**src/rtl/trap_sequencer.sv**
```systemverilog
// trap_sequencer: drives the single CSR write port through trap entry and MRET.
// When idle, writeback CSR writes pass straight through to the port.
module trap_sequencer #(
  parameter int          XLEN         = 64,
  parameter logic [11:0] ADDR_MSTATUS = 12'h300,
  parameter logic [11:0] ADDR_MEPC    = 12'h341,
  parameter logic [11:0] ADDR_MCAUSE  = 12'h342,
  parameter logic [11:0] ADDR_MTVAL   = 12'h343,
  parameter bit          VECTORED_EN  = 1'b1
) (
  input  logic            CLK,
  input  logic            RESET,
  input  logic            TRAP_REQ,
  input  logic [XLEN-1:0] TRAP_CAUSE,
  input  logic [XLEN-1:0] TRAP_PC,
  input  logic [XLEN-1:0] TRAP_TVAL,
  input  logic            MRET_REQ,
  input  logic            WB_ST_CSR,
  input  logic [11:0]     WB_CSR_ADDR,
  input  logic [XLEN-1:0] WB_CSR_DATA,
  input  logic [XLEN-1:0] MTVEC,
  input  logic [XLEN-1:0] MEPC,
  input  logic [XLEN-1:0] MSTATUS,
  output logic            CSR_WE,
  output logic [11:0]     CSR_WADDR,
  output logic [XLEN-1:0] CSR_WDATA,
  output logic            STALL,
  output logic            FLUSH,
  output logic            PC_REDIRECT_V,
  output logic [XLEN-1:0] PC_REDIRECT,
  output logic            PRIV_OUT
);
  typedef enum logic [2:0] {IDLE, T_EPC, T_CAUSE, T_TVAL, T_STATUS, T_REDIR, M_STATUS, M_REDIR} state_e;
  state_e          state_q;
  logic            priv_q;
  logic [XLEN-1:0] pc_q, cause_q, tval_q, status_q, tgt_q;
  logic [XLEN-1:0] trap_tgt, trap_sts, mret_sts;
  logic            pass, redir;
  // Redirect target is resolved at acceptance so trap and MRET share one latch.
  assign trap_tgt = {MTVEC[XLEN-1:2], 2'b00} +
                    ((VECTORED_EN && MTVEC[1:0] == 2'b01 && TRAP_CAUSE[XLEN-1]) ?
                     {{(XLEN-8){1'b0}}, TRAP_CAUSE[5:0], 2'b00} : '0);
  assign PRIV_OUT = priv_q;
  always_ff @(posedge CLK) begin
    if (RESET) begin
      state_q  <= IDLE;
      priv_q   <= 1'b1;
      pc_q     <= '0;
      cause_q  <= '0;
      tval_q   <= '0;
      status_q <= '0;
      tgt_q    <= '0;
    end else begin
      case (state_q)
        IDLE: begin
          if (TRAP_REQ) begin
            pc_q     <= TRAP_PC;
            cause_q  <= TRAP_CAUSE;
            tval_q   <= TRAP_TVAL;
            status_q <= MSTATUS;
            tgt_q    <= trap_tgt;
            state_q  <= T_EPC;
          end else if (MRET_REQ) begin
            status_q <= MSTATUS;
            tgt_q    <= MEPC;
            state_q  <= M_STATUS;
          end
        end
        T_EPC:   state_q <= T_CAUSE;
        T_CAUSE: state_q <= T_TVAL;
        T_TVAL:  state_q <= T_STATUS;
        T_STATUS: begin
          priv_q  <= 1'b1;
          state_q <= T_REDIR;
        end
        M_STATUS: begin
          priv_q  <= |status_q[12:11];
          state_q <= M_REDIR;
        end
        default: state_q <= IDLE;
      endcase
    end
  end
  always_comb begin
    trap_sts        = status_q;
    trap_sts[7]     = status_q[3];
    trap_sts[3]     = 1'b0;
    trap_sts[12:11] = {2{priv_q}};
    mret_sts        = status_q;
    mret_sts[3]     = status_q[7];
    mret_sts[7]     = 1'b1;
    mret_sts[12:11] = 2'b00;
    pass  = state_q == IDLE && WB_ST_CSR && !TRAP_REQ && !MRET_REQ;
    redir = state_q == T_REDIR || state_q == M_REDIR;
    CSR_WE = pass || state_q inside {T_EPC, T_CAUSE, T_TVAL, T_STATUS, M_STATUS};
    CSR_WADDR = pass                  ? WB_CSR_ADDR  :
                state_q == T_EPC      ? ADDR_MEPC    :
                state_q == T_CAUSE    ? ADDR_MCAUSE  :
                state_q == T_TVAL     ? ADDR_MTVAL   :
                (state_q == T_STATUS || state_q == M_STATUS) ? ADDR_MSTATUS : 12'h0;
    CSR_WDATA = pass                  ? WB_CSR_DATA  :
                state_q == T_EPC      ? {pc_q[XLEN-1:2], 2'b00} :
                state_q == T_CAUSE    ? cause_q      :
                state_q == T_TVAL     ? tval_q       :
                state_q == T_STATUS   ? trap_sts     :
                state_q == M_STATUS   ? mret_sts     : '0;
    STALL         = state_q != IDLE;
    FLUSH         = redir;
    PC_REDIRECT_V = redir;
    PC_REDIRECT   = redir ? tgt_q : '0;
  end
endmodule
```
**config.mk**
```make
export PLATFORM = sky130hd
export DESIGN_NAME = trap_sequencer
export DESIGN_NICKNAME = d
export VERILOG_FILES = /design/src/rtl/trap_sequencer.sv
export SDC_FILE = /design/constraint.sdc
export NUM_CORES = 1
export LEC_CHECK = 0
export CAP_MARGIN = 20
export CORE_AREA = 2 2 236 238
export DETAILED_ROUTE_END_ITERATION = 8
export DIE_AREA = 0 0 238 240
export PLACE_DENSITY = 0.66
export SLEW_MARGIN = 20
export SYNTH_ARGS = -nofsm -noshare
export SYNTH_HDL_FRONTEND = slang
export SYNTH_SLANG_ARGS = --single-unit
export TNS_END_PERCENT = 1
```
**constraint.sdc**
```tcl
create_clock -name CLK -period 3.5 [get_ports CLK]
set_input_delay 0.7 -clock CLK [delete_from_list [all_inputs] [get_ports CLK]]
set_output_delay 0.7 -clock CLK [all_outputs]
set_load 0.005 [all_outputs]
```
==> key figures, run 1 <==
STA
  • Fin crit share: 0.975
  • Worst-margin pin slew: 1.05 ns
  • Pins Over Slew Limit: 0
  • Final setup margin: 0.0868 ns
  • Setup TNS Final: 0 ns
  • Maximum clock rate: 0.293 GHz
  • Final hold slack: approximately 0.45 ns
  • Tmin final: between 3 and 4 ns
  • Unrepaired setup endpoints after global routing: true
  • Hold Violations, Final: 0
  • Final Skew: about 0.023 ns
  • Max_slew headroom: 0.300
  • Setup violators final: 0

Logic synthesis
  • FF+latch count, synth: 322
  • Async S/R FF share, synth: 0
  • Syn Nets: 2676
  • Prevailing post-synth register cell: dfxtp_1
  • Synth unique cells: between 50 and 60
  • Synth Instances: around 2.2k
  • Mapped Area: ~16000 um2
  • Mean post-synth cell area: about 7.3 um2
  • Post-synth EDFFs: 0
  • Seq/Total Area, Yosys: 0.401
  • Yosys warning count: 0

Critical path
  • CP top delay family: buffers and inverters
  • Worst Path Arrival: ~2.7 ns
  • Worst-path fanout max: 29
  • Worst endpoint required time: around 2.8 ns
  • Buffers & Inverters on Critical Path: 2
  • CP Capture Type: output port
  • CP max stage delay: approximately 0.47 ns
  • CP cell instances: buf_8 > mux2_2 > a22oi_1 > nor2_1 > a21oi_1 > a21oi_2 > clkdlybuf4s50_1
  • Crit path max-delay cell type: clkdlybuf4s50_1
  • Crit start category: flop
  • Crit Path Category: flop to output port

Routing
  • DR vias/cell: 5.20
  • Post-DR wirelength/cell: ~21 um
  • Routed WL: roughly 73 mm
  • First-pass DRT Iterations: 7
  • Routed Antenna Nets: 0
  • Detailed-route DRC error count: 0
  • Vias after detailed routing: 18.2k
  • First DRT Iteration DRCs: about 1.3k

Die
  • # IOs: 610
  • Die ar.: around 57000 um2
  • Die W: 238 um
  • # rows: 86
  • Core Footprint: around 55000 um2
  • Starting Density: 0.294
  • Die Ht: 240 um

Clock network
  • Clock Path Buffers: 3
  • Clock Latency Late Sink: 0.56 ns
  • Sink Count: 322
  • Number of CTS-inserted buffers: 39
  • CTS tree: built
  • H-tree levels: 2
  • Clock root cell: clkbuf_16
  • CTS Hold Bufs: 0
  • Worst-path clk slew: 0.06 ns

Cells and area
  • Final Net Count: approximately 3.2k
  • Layout cell share with drive strength beyond 1: 0.0909
  • Synthesis-to-finish area growth: 54.2%
  • Fillers: 5379

Placed design
  • Pre-CTS setup slack: -0.396 ns
  • Port Buffers: 607
  • RD Place Congestion: 0.939
  • Post-DP HPWL: ~52 mm

Status
  • Status: completed

Pwr
  • Maximum vdd ir drop: around 290 uV
  • Static leakage: 9.33 nW
  • Switch Pwr: ~0.0033 W
  • Comb power frac: 0.244
  • Switching portion of total power: 0.296
  • Sequential power share: 0.375
  • PwrDens: approximately 450 nW/um2
  • Overall power: 0.0112 W
  • Clock power share: 0.381
  • Internal cell power: roughly 0.0079 W

Global routing
  • First-pass GRT wire length: 108 mm
  • Vias in the first global route: approximately 18k
  • Largest net degree at the start of global routing: 192
  • GRT Total Usage: 0.243
  • Initial antenna violation count: 20
  • Grt ovf: 0

Run
  • Max-Cap Viols: 0

Worst hold path
  • Worst Hold Class: flop to flop
cells by family after synthesis:
kind of cell               count (synthesis)  synth area share
AOI/OAI and AO/OA                        629             0.225
xor gates and xnor gates                  47            0.0256
adders and majority gates                  7           0.00591
buffers and inverters                    202            0.0477
DFF                                      322             0.401
muxes                                     67            0.0467
and+or+nand+nor                          930             0.249
worst paths after layout:
path         cells after the start      endpoint  slack (ns)       start
max                              7  CSR_WDATA[9]        0.09  state_q[1]
min                              2    tval_q[27]        0.45  tval_q[27]
max reg2reg                      8  status_q[24]        0.89  state_q[2]
min reg2reg                      2    tval_q[27]        0.45  tval_q[27]
routing by layer:
layer,global-route usage,wire length [um]
met4,0.0938,2460
met2,0.414,35100
met1,0.290,28600
met3,0.0703,6740
met5,0,110
state kept, by name, indices dropped and copies added, names as in the netlist:
register / flops
PRIV_OUT: 1
status_q: 64
state_q: 3
tgt_q: 64
tval_q: 64
cause_q: 64
pc_q: 62
cells in the mapped netlist (4+ instances only):
library cell    n  area (um2)
nand4_1        15        93.8
a22oi_1        65         488
xor2_1         17         149
o22ai_1        23         144
a31oi_1         7        43.8
ha_1            6        75.1
o21ai_0        44         220
clkbuf_1      170         638
buf_1          12        45.0
a21oi_1       412        2060
o31a_1          6        52.6
nor2_1        160         601
buf_2           4        20.0
nand3_1        43         215
nor4_1         11        68.8
o211ai_1        4        30.0
and2_1         18         113
and3_1         78         488
nor3_1         15        75.1
dfxtp_1       322        6450
mux2_2         64         721
a211oi_1       10        75.1
and4_1          6        52.6
inv_1          15        56.3
a21boi_0       19         143
or3_1           4        25.0
a21o_1          8        60.1
a221oi_1       14         123
xnor2_1        30         263
nand2_1       563        2110
placed cells by master (no fill, tap or decap), drive strengths merged, types with 11 or more instances in the layout:
cell type        n
clkbuf          61
and3            78
o22ai           23
o21ai           46
xor2            17
a21boi          19
inv             16
clkdlybuf4s50  598
nor4            12
and2            18
dfxtp          322
nor2           160
nand3           43
xnor2           30
a221oi          15
nor3            18
buf             93
diode           11
a22oi           65
nand2          563
nand4           17
mux2            64
a21oi          412
area by class of cell:
class,instances,area (um2),area share
timing repair buffer,696,7050,0.284
antenna,11,27.5,0.00111
tap,704,881,0.0355
clock buffer,60,1170,0.0470
multi-input combinational,1680,8980,0.362
clock inverter,11,184,0.00741
sequential,322,6460,0.260
inverter,15,60.1,0.00242
worst min-delay path, stage by stage, from the launching register on:
cell and delay, ns:
dfxtp_1 0.31, nand2_1 0.05, a21oi_1 0.05
stage by stage:
step | utilization | std cells | cell area [um2]
2_1_floorplan | - | 2204 | 16100
3_3_place_gp | 0.426 | 3411 | 23300
3_5_place_dp | 0.426 | 3411 | 23300
4_1_cts | 0.451 | 3484 | 24700
5_1_grt | 0.454 | 3497 | 24800
6_report | 0.454 | 3499 | 24800
power groups by stage:
stage | sequential, W | combinational, W | clock (W)
floorplan | 0.00421 | 0.00129 | 0
global placement | 0.00427 | 0.00266 | 0
detailed placement | 0.00429 | 0.00270 | 0
CTS | 0.00421 | 0.00272 | 0.00436
global route | 0.00425 | 0.00297 | 0.00454
finish | 0.00422 | 0.00274 | 0.00428
repair_timing:
item                       CTS  global route
gates resized for setup     11            16
gates cloned                 0             1
setup buffers                2             3
setup endpoints to repair   29            25
pin swaps                    1             5
Power figures use the tool's default switching activity.
==> inputs of run 2 (changes only) <==
- clock period: 3.5 -> 3.45 ns (I/O delays scaled with it)
==> run 2 against run 1 <==
Net effect: critical path depth up 2; core utilization down 0.34 points; design area down 0.76%.
==> key figures, run 2 (synthesis results as in run 1) <==
Status
  • Status: completed

Global routing
  • GRT Total Usage: 0.245
  • Initial antenna violation count: 20
  • Largest net degree at the start of global routing: 160
  • Vias in the first global route: roughly 18k
  • Grt ovf: 0
  • First-pass GRT wire length: between 100 and 150 mm

STA
  • Fin crit share: 0.997
  • Maximum clock rate: 0.291 GHz
  • Final Skew: roughly 0.019 ns
  • Worst-margin pin slew: roughly 0.95 ns
  • Max_slew headroom: 0.367
  • Final setup margin: 0.0119 ns
  • Setup TNS Final: 0 ns
  • Setup violators final: 0
  • Hold Violations, Final: 0
  • Pins Over Slew Limit: 0
  • Unrepaired setup endpoints after global routing: true
  • Tmin final: ~3.4 ns
  • Final hold slack: roughly 0.45 ns

Cells and area
  • Commonest non-fill, non-tap cell in the layout: clkdlybuf4s50_1
  • Most frequent cells in the layout: clkdlybuf4s50_1 (601), nand2_1 (562), a21oi_1 (408)
  • Sequential cell area: approximately 6500 um2
  • Multi-input logic area: ~9000 um2
  • Fillers: 5381
  • Synthesis-to-finish area growth: 53.0%
  • Layout cell share with drive strength beyond 1: 0.0886
  • Cell Count, Final, Fillers Out: 3494
  • Final Net Count: about 3.2k

Routing
  • First DRT Iteration DRCs: 1207
  • First-pass DRT Iterations: 5
  • Routed WL: about 73 mm
  • DR vias/cell: between 5 and 6
  • Post-DR wirelength/cell: 20.8 um
  • Vias after detailed routing: 18.1k
  • Routed Antenna Nets: 0
  • Detailed-route DRC error count: 0

Critical path
  • Worst-path fanout max: 12
  • Crit start category: flop
  • Register-to-register setup slack: just under 0.9 ns
  • Buffers & Inverters on Critical Path: 4
  • CP max stage delay: 0.52 ns
  • Worst endpoint required time: 2.76 ns
  • Crit path max-delay cell type: clkdlybuf4s50_1
  • CP top delay family: buffers and inverters
  • CP cell instances: inv_1 > nor2_4 > buf_6 > buf_6 > a22oi_1 > nor2_1 > a21oi_1 > a21oi_1 > clkdlybuf4s50_1
  • Crit Path Category: flop to output port
  • Worst Path Arrival: around 2.8 ns
  • CP Capture Type: output port

Placed design
  • Post-DP HPWL: 52.7 mm
  • Pre-CTS setup slack: -0.516 ns
  • Port Buffers: slightly above 600
  • RD Place Congestion: about 0.93
  • Dpl cells: approximately 3.4k

Pwr
  • PwrDens: 452 nW/um2
  • Overall power: around 0.011 W
  • Static leakage: about 9.2 nW
  • Maximum vdd ir drop: about 280 uV

Run
  • Max-Cap Viols: 0

Die
  • # rows: 86
  • Core Footprint: ~55000 um2
  • Die ar.: roughly 57000 um2
  • Die W: between 200 and 250 um
  • # IOs: 610
  • Starting Density: 0.294
  • Die Ht: 240 um

Clock network
  • Clock Path Buffers: 3
  • Sink Count: around 320
  • Clock root cell: clkbuf_16
  • Worst-path clk slew: about 0.06 ns
  • Number of CTS-inserted buffers: 39
  • Clock Latency Late Sink: approximately 0.55 ns
  • CTS tree: built
  • Post-CTS Setup Inserts: 0
  • H-tree levels: 2

Worst hold path
  • Worst Hold Class: flop to flop
## run 2: cell types whose count changed in the layout (fill, tap and decap cells not counted), sizes merged, moves of 2 or more
cell,previous run,this run
buf,93,86
bufinv,4,1
clkbuf,61,57
clkdlybuf4s50,598,601
clkinv,4,10
diode,11,13
dlymetal6s2s,4,1
inv,16,18
## run 2: worst reg2reg max path: stages, from the launching register on
cell and delay (ns):
dfxtp_4 0.39, nor3_4 0.40, buf_4 0.23, inv_1 0.17
nor2_4 0.15, buf_4 0.38, buf_4 0.48, nand2_1 0.16
a21oi_1 0.14
## run 2: layer usage
| metal | GRT usage | part of all wire | vias to the layer above |
|---|---|---|---|
| li1 | - | - | 8694 |
| met1 | 0.294 | 0.40 | 8477 |
| met2 | 0.417 | 0.48 | 777 |
| met3 | 0.0679 | 0.085 | 120 |
| met4 | 0.0920 | 0.031 | 20 |
| met5 | 0 | 0.0018 | - |
## run 2: timing repair
item	4_1_cts	5_1_grt
gates resized for setup	9	14
hold buffers	0	0
setup endpoints to repair	43	43
pin swaps	0	0
## run 2: final timing paths
check                   from            end  depth (start not counted)
setup / recovery  state_q[1]  CSR_WDATA[33]                          9
hold / removal       pc_q[6]        pc_q[6]                          2
setup reg to reg  state_q[2]   status_q[24]                          8
hold reg to reg      pc_q[6]        pc_q[6]                          2
## run 2: final cells by class
type / instances / area share
Inverter: 15 / 0.00229
Timing Repair Buffer: 688 / 0.282
Antenna cell: 13 / 0.00132
Multi-Input combinational cell: 1680 / 0.365
Clock buffer: 57 / 0.0465
Clock inverter: 15 / 0.00523
Tap cell: 704 / 0.0358
Sequential cell: 322 / 0.262
## run 2: power breakdown
part           internal [W]  switching [W]
sequential          0.00408       0.000202
combinational       0.00128        0.00147
clock               0.00240        0.00169
total               0.00776        0.00336
## run 2: per-stage QoR
stage                util  cell area (um2)
finish              0.450            24600
floorplan               -            16100
detailed placement  0.425            23200
global placement    0.425            23200
global route        0.450            24600
CTS                 0.449            24500
